[src/rtl/zx_video_render_if.sv]
// Video RAM read port between the renderer and the 6912-byte screen RAM.
// The renderer is the master: it issues a registered byte address and gets
// the synchronous read data back one cycle later.
interface zx_video_render_if;
  logic [12:0] vram_addr;
  logic [7:0]  vram_data;

  modport master (output vram_addr, input vram_data);
  modport slave  (input vram_addr, output vram_data);
endinterface

[src/rtl/zx_video_render.sv]
// ZX-style 256x192 renderer: pixel-doubles the paper to 512x384 in the
// 640x480 active area, fetches bitmap/attribute bytes one cell ahead of
// the beam and fills the surround with the line-latched border colour.
module zx_video_render #(
  parameter int         CORDW     = 16,
  parameter logic [3:0] LVL_NORM  = 4'hB,
  parameter logic [3:0] LVL_BRT   = 4'hF,
  parameter int         FLASH_BIT = 4
) (
  input  logic                    clk_pix,
  input  logic                    rst,
  input  logic                    hsync_in,
  input  logic                    vsync_in,
  input  logic                    de_in,
  input  logic                    frame,
  input  logic                    line,
  input  logic signed [CORDW-1:0] sx,
  input  logic signed [CORDW-1:0] sy,
  input  logic [2:0]              border,
  zx_video_render_if.master       vram,
  output logic [3:0]              vga_r,
  output logic [3:0]              vga_g,
  output logic [3:0]              vga_b,
  output logic                    vga_hs,
  output logic                    vga_vs,
  output logic                    vga_de
);

  localparam logic signed [CORDW-1:0] X_FETCH_LO = CORDW'(-16);
  localparam logic signed [CORDW-1:0] X_FETCH_HI = CORDW'(495);
  localparam logic signed [CORDW-1:0] X_MAX      = CORDW'(511);
  localparam logic signed [CORDW-1:0] Y_MAX      = CORDW'(383);
  localparam logic signed [CORDW-1:0] ZERO       = '0;

  logic [12:0] addr_q;
  logic [7:0]  bm_next, at_next, shifter, attr;
  logic [4:0]  flash_cnt;
  logic [2:0]  border_l;

  logic        x_paper, y_paper, in_paper, in_fetch;
  logic [7:0]  zy;
  logic [4:0]  col;
  logic [3:0]  p;

  assign x_paper  = (sx >= ZERO) && (sx <= X_MAX);
  assign y_paper  = (sy >= ZERO) && (sy <= Y_MAX);
  assign in_paper = x_paper && y_paper;
  assign in_fetch = y_paper && (sx >= X_FETCH_LO) && (sx <= X_FETCH_HI);
  assign zy       = sy[8:1];
  // Column being fetched is the one after the beam's current cell; the
  // +1 also maps sx=-16..-1 onto column 0.
  assign col      = sx[8:4] + 5'd1;
  assign p        = sx[3:0];

  assign vram.vram_addr = addr_q;

  // Fetch sequencer and pixel shifter, keyed on the input phase.
  always_ff @(posedge clk_pix) begin
    if (rst) begin
      addr_q  <= '0;
      bm_next <= '0;
      at_next <= '0;
      shifter <= '0;
      attr    <= '0;
    end else begin
      if (x_paper && sx[0]) shifter <= {shifter[6:0], 1'b0};
      if (in_fetch) begin
        case (p)
          4'd0: addr_q <= {zy[7:6], zy[2:0], zy[5:3], col};
          4'd2: begin
            bm_next <= vram.vram_data;
            addr_q  <= 13'h1800 + {3'b000, zy[7:3], col};
          end
          4'd4: at_next <= vram.vram_data;
          4'd15: begin
            shifter <= bm_next;
            attr    <= at_next;
          end
          default: ;
        endcase
      end
    end
  end

  // Flash phase counter and per-line border latch.
  always_ff @(posedge clk_pix) begin
    if (rst) begin
      flash_cnt <= '0;
      border_l  <= '0;
    end else begin
      if (frame) flash_cnt <= flash_cnt + 5'd1;
      if (line)  border_l  <= border;
    end
  end

  logic       flash_on;
  logic [2:0] ink, pap, pix;
  logic [3:0] lvl, r_d, g_d, b_d;

  assign flash_on = flash_cnt[FLASH_BIT];

  // Colour select with region priority: blank, paper/ink, border.
  always_comb begin
    ink = attr[2:0];
    pap = attr[5:3];
    if (attr[7] && flash_on) begin
      ink = attr[5:3];
      pap = attr[2:0];
    end
    pix = shifter[7] ? ink : pap;
    lvl = attr[6] ? LVL_BRT : LVL_NORM;
    r_d = '0;
    g_d = '0;
    b_d = '0;
    if (!de_in) begin
      r_d = '0;
    end else if (in_paper) begin
      r_d = pix[1] ? lvl : 4'h0;
      g_d = pix[2] ? lvl : 4'h0;
      b_d = pix[0] ? lvl : 4'h0;
    end else begin
      r_d = border_l[1] ? LVL_NORM : 4'h0;
      g_d = border_l[2] ? LVL_NORM : 4'h0;
      b_d = border_l[0] ? LVL_NORM : 4'h0;
    end
  end

  // Output register: colour and syncs share one cycle of latency.
  always_ff @(posedge clk_pix) begin
    if (rst) begin
      vga_r  <= '0;
      vga_g  <= '0;
      vga_b  <= '0;
      vga_hs <= 1'b1;
      vga_vs <= 1'b1;
      vga_de <= 1'b0;
    end else begin
      vga_r  <= r_d;
      vga_g  <= g_d;
      vga_b  <= b_d;
      vga_hs <= hsync_in;
      vga_vs <= vsync_in;
      vga_de <= de_in;
    end
  end

endmodule

[src/flat_wrapper.sv]
// flat-port wrapper written by rule: the top's interface ports become plain ports
module zx_video_render_flat 
#(
  parameter int         CORDW     = 16,
  parameter logic [3:0] LVL_NORM  = 4'hB,
  parameter logic [3:0] LVL_BRT   = 4'hF,
  parameter int         FLASH_BIT = 4
)
  (clk_pix, rst, hsync_in, vsync_in, de_in, frame, line, sx, sy, border, vga_r, vga_g, vga_b, vga_hs, vga_vs, vga_de, vram_vram_addr, vram_vram_data);
  zx_video_render_if vram_i ();
  input  logic clk_pix;
  input  logic rst;
  input  logic hsync_in;
  input  logic vsync_in;
  input  logic de_in;
  input  logic frame;
  input  logic line;
  input  logic signed [CORDW-1:0] sx;
  input  logic signed [CORDW-1:0] sy;
  input  logic [2:0] border;
  output logic [3:0] vga_r;
  output logic [3:0] vga_g;
  output logic [3:0] vga_b;
  output logic vga_hs;
  output logic vga_vs;
  output logic vga_de;
  output wire logic [$bits(vram_i.vram_addr)-1:0] vram_vram_addr;
  input wire logic [$bits(vram_i.vram_data)-1:0] vram_vram_data;
  assign vram_vram_addr = vram_i.vram_addr;
  assign vram_i.vram_data = vram_vram_data;
  zx_video_render #(.CORDW(CORDW), .LVL_NORM(LVL_NORM), .LVL_BRT(LVL_BRT), .FLASH_BIT(FLASH_BIT)) u_core (.clk_pix(clk_pix), .rst(rst), .hsync_in(hsync_in), .vsync_in(vsync_in), .de_in(de_in), .frame(frame), .line(line), .sx(sx), .sy(sy), .border(border), .vram(vram_i), .vga_r(vga_r), .vga_g(vga_g), .vga_b(vga_b), .vga_hs(vga_hs), .vga_vs(vga_vs), .vga_de(vga_de));
endmodule
[config.mk]
export PLATFORM = sky130hd
export DESIGN_NAME = zx_video_render_flat
export DESIGN_NICKNAME = d
export VERILOG_FILES = /design/src/rtl/zx_video_render_if.sv /design/src/rtl/zx_video_render.sv /design/src/flat_wrapper.sv
export SDC_FILE = /design/constraint.sdc
export NUM_CORES = 1
export LEC_CHECK = 0
export ABC_AREA = 1
export BUFFER_PORTS_ARGS = -buffer_cell sky130_fd_sc_hd__buf_2
export CORE_MARGIN = 2
export CORE_UTILIZATION = 48
export CTS_CLUSTER_DIAMETER = 100
export DETAILED_ROUTE_END_ITERATION = 7
export HOLD_SLACK_MARGIN = 0.1
export PLACE_DENSITY = 0.76
export SLEW_MARGIN = 10
export SYNTH_ARGS = -nofsm -noshare
export SYNTH_HDL_FRONTEND = slang
export SYNTH_SLANG_ARGS = --single-unit
[constraint.sdc]
create_clock -name clk_pix -period 1.4 [get_ports clk_pix]
set_clock_uncertainty 0.2 [all_clocks]
set_input_delay 0 -clock clk_pix [delete_from_list [all_inputs] [get_ports clk_pix]]
set_output_delay 0 -clock clk_pix [all_outputs]
set_load 0.01 [all_outputs]
==> out/metrics.yaml <==
detailed_routing:
  drcViolationCount: 0
  antenna_left: 0
  drt-pass1-iter-count: 5
  wl_per_cell_um: 12.3
  via_count: 3286
  via_per_inst: 4.76
  drtIter0Drc: 129
  finalWirelength_um: 8510
yosys:
  synth_warnings: 0
  syn_avg_cell_area_um2: 6.55
  yosysSeqAreaShare: 0.409
  ys_types: 27
  ys_ff_latch: 62
  synth_area_um2: 3030
  synth_fp_nets: 517
  synth_cells: 463
global_routing:
  gr-usage-all-layers: 0.226
  antenna_found_initial: 0
  grt_use_met3: 0.0544
  grt_pass1_vias: 3023
  grt_max_degree: 32
  busiest_layer: "met2"
  grt_first_pass_wirelength_um: 12900
  gr-usage-met2: 0.406
  globalRoute.totalOverflow: 0
  use_met1: 0.257
power_and_ir_drop:
  clkPwrFrac: 0.417
  p_leak_nw: 2.37
  switchingPower_w: 0.000917
  worst_ir_drop_vdd_mv: 0.758
  p_int_w: 0.00287
  power_density_nw_per_um2: 859
  pwr-share-comb: 0.109
  seq_power_share: 0.474
  sw_frac_of_total: 0.242
timing:
  worst_slew_pin_slew_ps: 238
  rsz0062_at_grt: "yes"
  fin_ws_ps: -11.6
  fmax_mhz: 708
  slew_viol_final: 0
  finalCritPeriodShare: 1.01
  period_minus_slack_ps: 1410
  final_hold_viol_count: 0
  slew_headroom: 0.840
  setup_viol: 2
layout:
  instances_no_fill: 691
  drive_gt1_frac: 0.261
  fin_area_um2: 4400
  layout.nets: 666
  antenna_cells: 0
  area_growth_pct: 45.0
clock_network:
  clk_path_buf_depth: 2
  cts_buffers: 9
  clk_pin_slew_ps: 70
  clkSinkCount: 62
  cts_tree: "built"
  htreeDepth: 3
  cts-root-buf: "clkbuf_8"
  clk_latency_ps: 340
setup_path:
  cp_max_fo: 5
  critPathCaptureType: "register"
  cp.required_ps: 1440
  path_class: "in2reg"
  cp_data_arrival_time_ps: 1450
  worstSetupStartpointType: "input pin"
place:
  portBuffers: 76
  gp_congestion: 0.863
  post-place-ws_ps: -290
  placed_cells: 630
  post_dp_cell_area_um2: 3700
  hpwl_um: 4810
floorplan:
  row_count: 28
  coreArea_um2: 6030
  fp.dieH_um: 83.5
  start_util: 0.504
  die_x_um: 83.5
  pin_count: 78
  die_area_um2: 6970
status:
  violations: "setup timing"
  status: "finished, violations left"
run:
  cap_violations: 0
hold_path:
  hp-class: "in2reg"
[layer usage]
layer | vias to the layer above | wire (µm)
met1 | 1453 | 3400
li1 | 1668 | -
met2 | 125 | 4290
met3 | 40 | 515
met4 | 0 | 297
met5 | - | 0
[cells by family after synthesis]
group           Yosys count  synth area share
compound gates           20            0.0351
xor+xnor                  4            0.0115
fa+ha+maj                 4            0.0165
buf+inv                  91             0.139
flops                    62             0.409
simple gates            282             0.388
[Yosys cell counts, drive strengths merged]
cell type,count,area (µm²)
nand4,5,31.3
nor3b,1,7.51
xnor2,2,17.5
clkinv,1,3.75
nor2,110,423
ha,4,50.1
dfxtp,62,1240
clkbuf,4,15.0
nor3,5,30.0
nand3,10,100
buf,16,141
a21oi,10,53.8
xor2,2,17.5
o21a,1,7.51
or2,2,12.5
inv,70,263
o21ai,9,45.0
nor4,1,6.26
nand2,148,568
[power by group through the flow]
stage	Sequential, W	Combinational (W)	Clock [W]
3_5_place_dp	0.00183	0.000286	0
2_1_floorplan	0.00183	0.000116	0
5_1_grt	0.00179	0.000441	0.00170
4_1_cts	0.00179	0.000368	0.00159
3_3_place_gp	0.00183	0.000280	0
6_report	0.00179	0.000412	0.00158
[registers in the layout, indices dropped and copies added, names as in the netlist]
| name | count |
|---|---|
| u_core.at_next | 8 |
| u_core.attr | 8 |
| u_core.bm_next | 8 |
| u_core.border_l | 3 |
| u_core.flash_cnt | 5 |
| u_core.shifter | 8 |
| u_core.vga_b | 2 |
| u_core.vga_de | 1 |
| u_core.vga_g | 2 |
| u_core.vga_hs | 1 |
| u_core.vga_r | 2 |
| u_core.vga_vs | 1 |
| u_core.vram.vram_addr | 13 |
[worst paths after layout]
path | cells after the start | endpoint | from | slack [ps]
min | 8 | u_core.shifter[0] | sx[0] | 70
max reg2reg | 6 | u_core.vga_g[1] | u_core.flash_cnt[4] | 90
max | 8 | u_core.vram.vram_addr[4] | sx[3] | -10
min reg2reg | 2 | u_core.vga_b[1] | u_core.border_l[0] | 270
[worst max-delay path, stage by stage]
cell           delay (ps)
buf_2                 110
buf_4                 140
nor3_4                240
buf_6                 150
dlygate4sd3_1         590
nand4_1               110
nand2_1                70
nor2_1                 40
[placed cells by master (no fill, tap or decap)]
| cell | instances |
|---|---|
| nand4_1 | 5 |
| bufinv_16 | 1 |
| xnor2_1 | 2 |
| dfxtp_1 | 61 |
| inv_2 | 4 |
| ha_1 | 3 |
| clkinvlp_4 | 2 |
| buf_6 | 2 |
| inv_6 | 1 |
| nand3_1 | 6 |
| nor3_1 | 4 |
| buf_4 | 34 |
| clkbuf_8 | 10 |
| a21oi_1 | 8 |
| nor2_1 | 106 |
| o21a_1 | 1 |
| nor2_2 | 2 |
| a21oi_2 | 2 |
| inv_1 | 67 |
| buf_12 | 5 |
| dfxtp_2 | 1 |
| nor4_1 | 1 |
| or2_2 | 2 |
| nor2_4 | 2 |
| clkinv_2 | 1 |
| dlymetal6s4s_1 | 1 |
| nand2_1 | 140 |
| ha_4 | 1 |
| nor3_4 | 1 |
| xor2_1 | 2 |
| o21ai_0 | 8 |
| nand3_4 | 6 |
| nand2_4 | 1 |
| o21ai_1 | 1 |
| nor3b_1 | 1 |
| buf_2 | 76 |
| dlygate4sd3_1 | 38 |
| nand2_2 | 7 |
[timing repair]
item                                   CTS  global route
setup endpoints to repair                0            30
resized for setup                        0            18
hold buffers                            39             1
endpoints found under the hold margin   62             1
buffers inserted                         0             5
[final cells by class]
cell class,instances,area (µm²)
Timing Repair Buffer,156,1150
Clock buffer,10,138
Inverter,71,267
Tap cell,75,93.8
Sequential cell,62,1240
Fill cell,456,1630
Multi-Input combinational cell,312,1450
Clock inverter,5,58.8
[through the flow]
stage	setup TNS, ps	utilization	hold slack [ps]	total power [W]
3_5_place_dp	-8980	0.614	-12.8	0.00212
5_1_grt	-276	0.730	110	0.00393
6_report	-22.9	0.730	69.9	0.00378
4_1_cts	0	0.711	27.8	0.00375
3_3_place_gp	-7490	0.614	-13.0	0.00211
2_1_floorplan	0	-	-131	0.00195
Power figures use the tool's default switching activity.
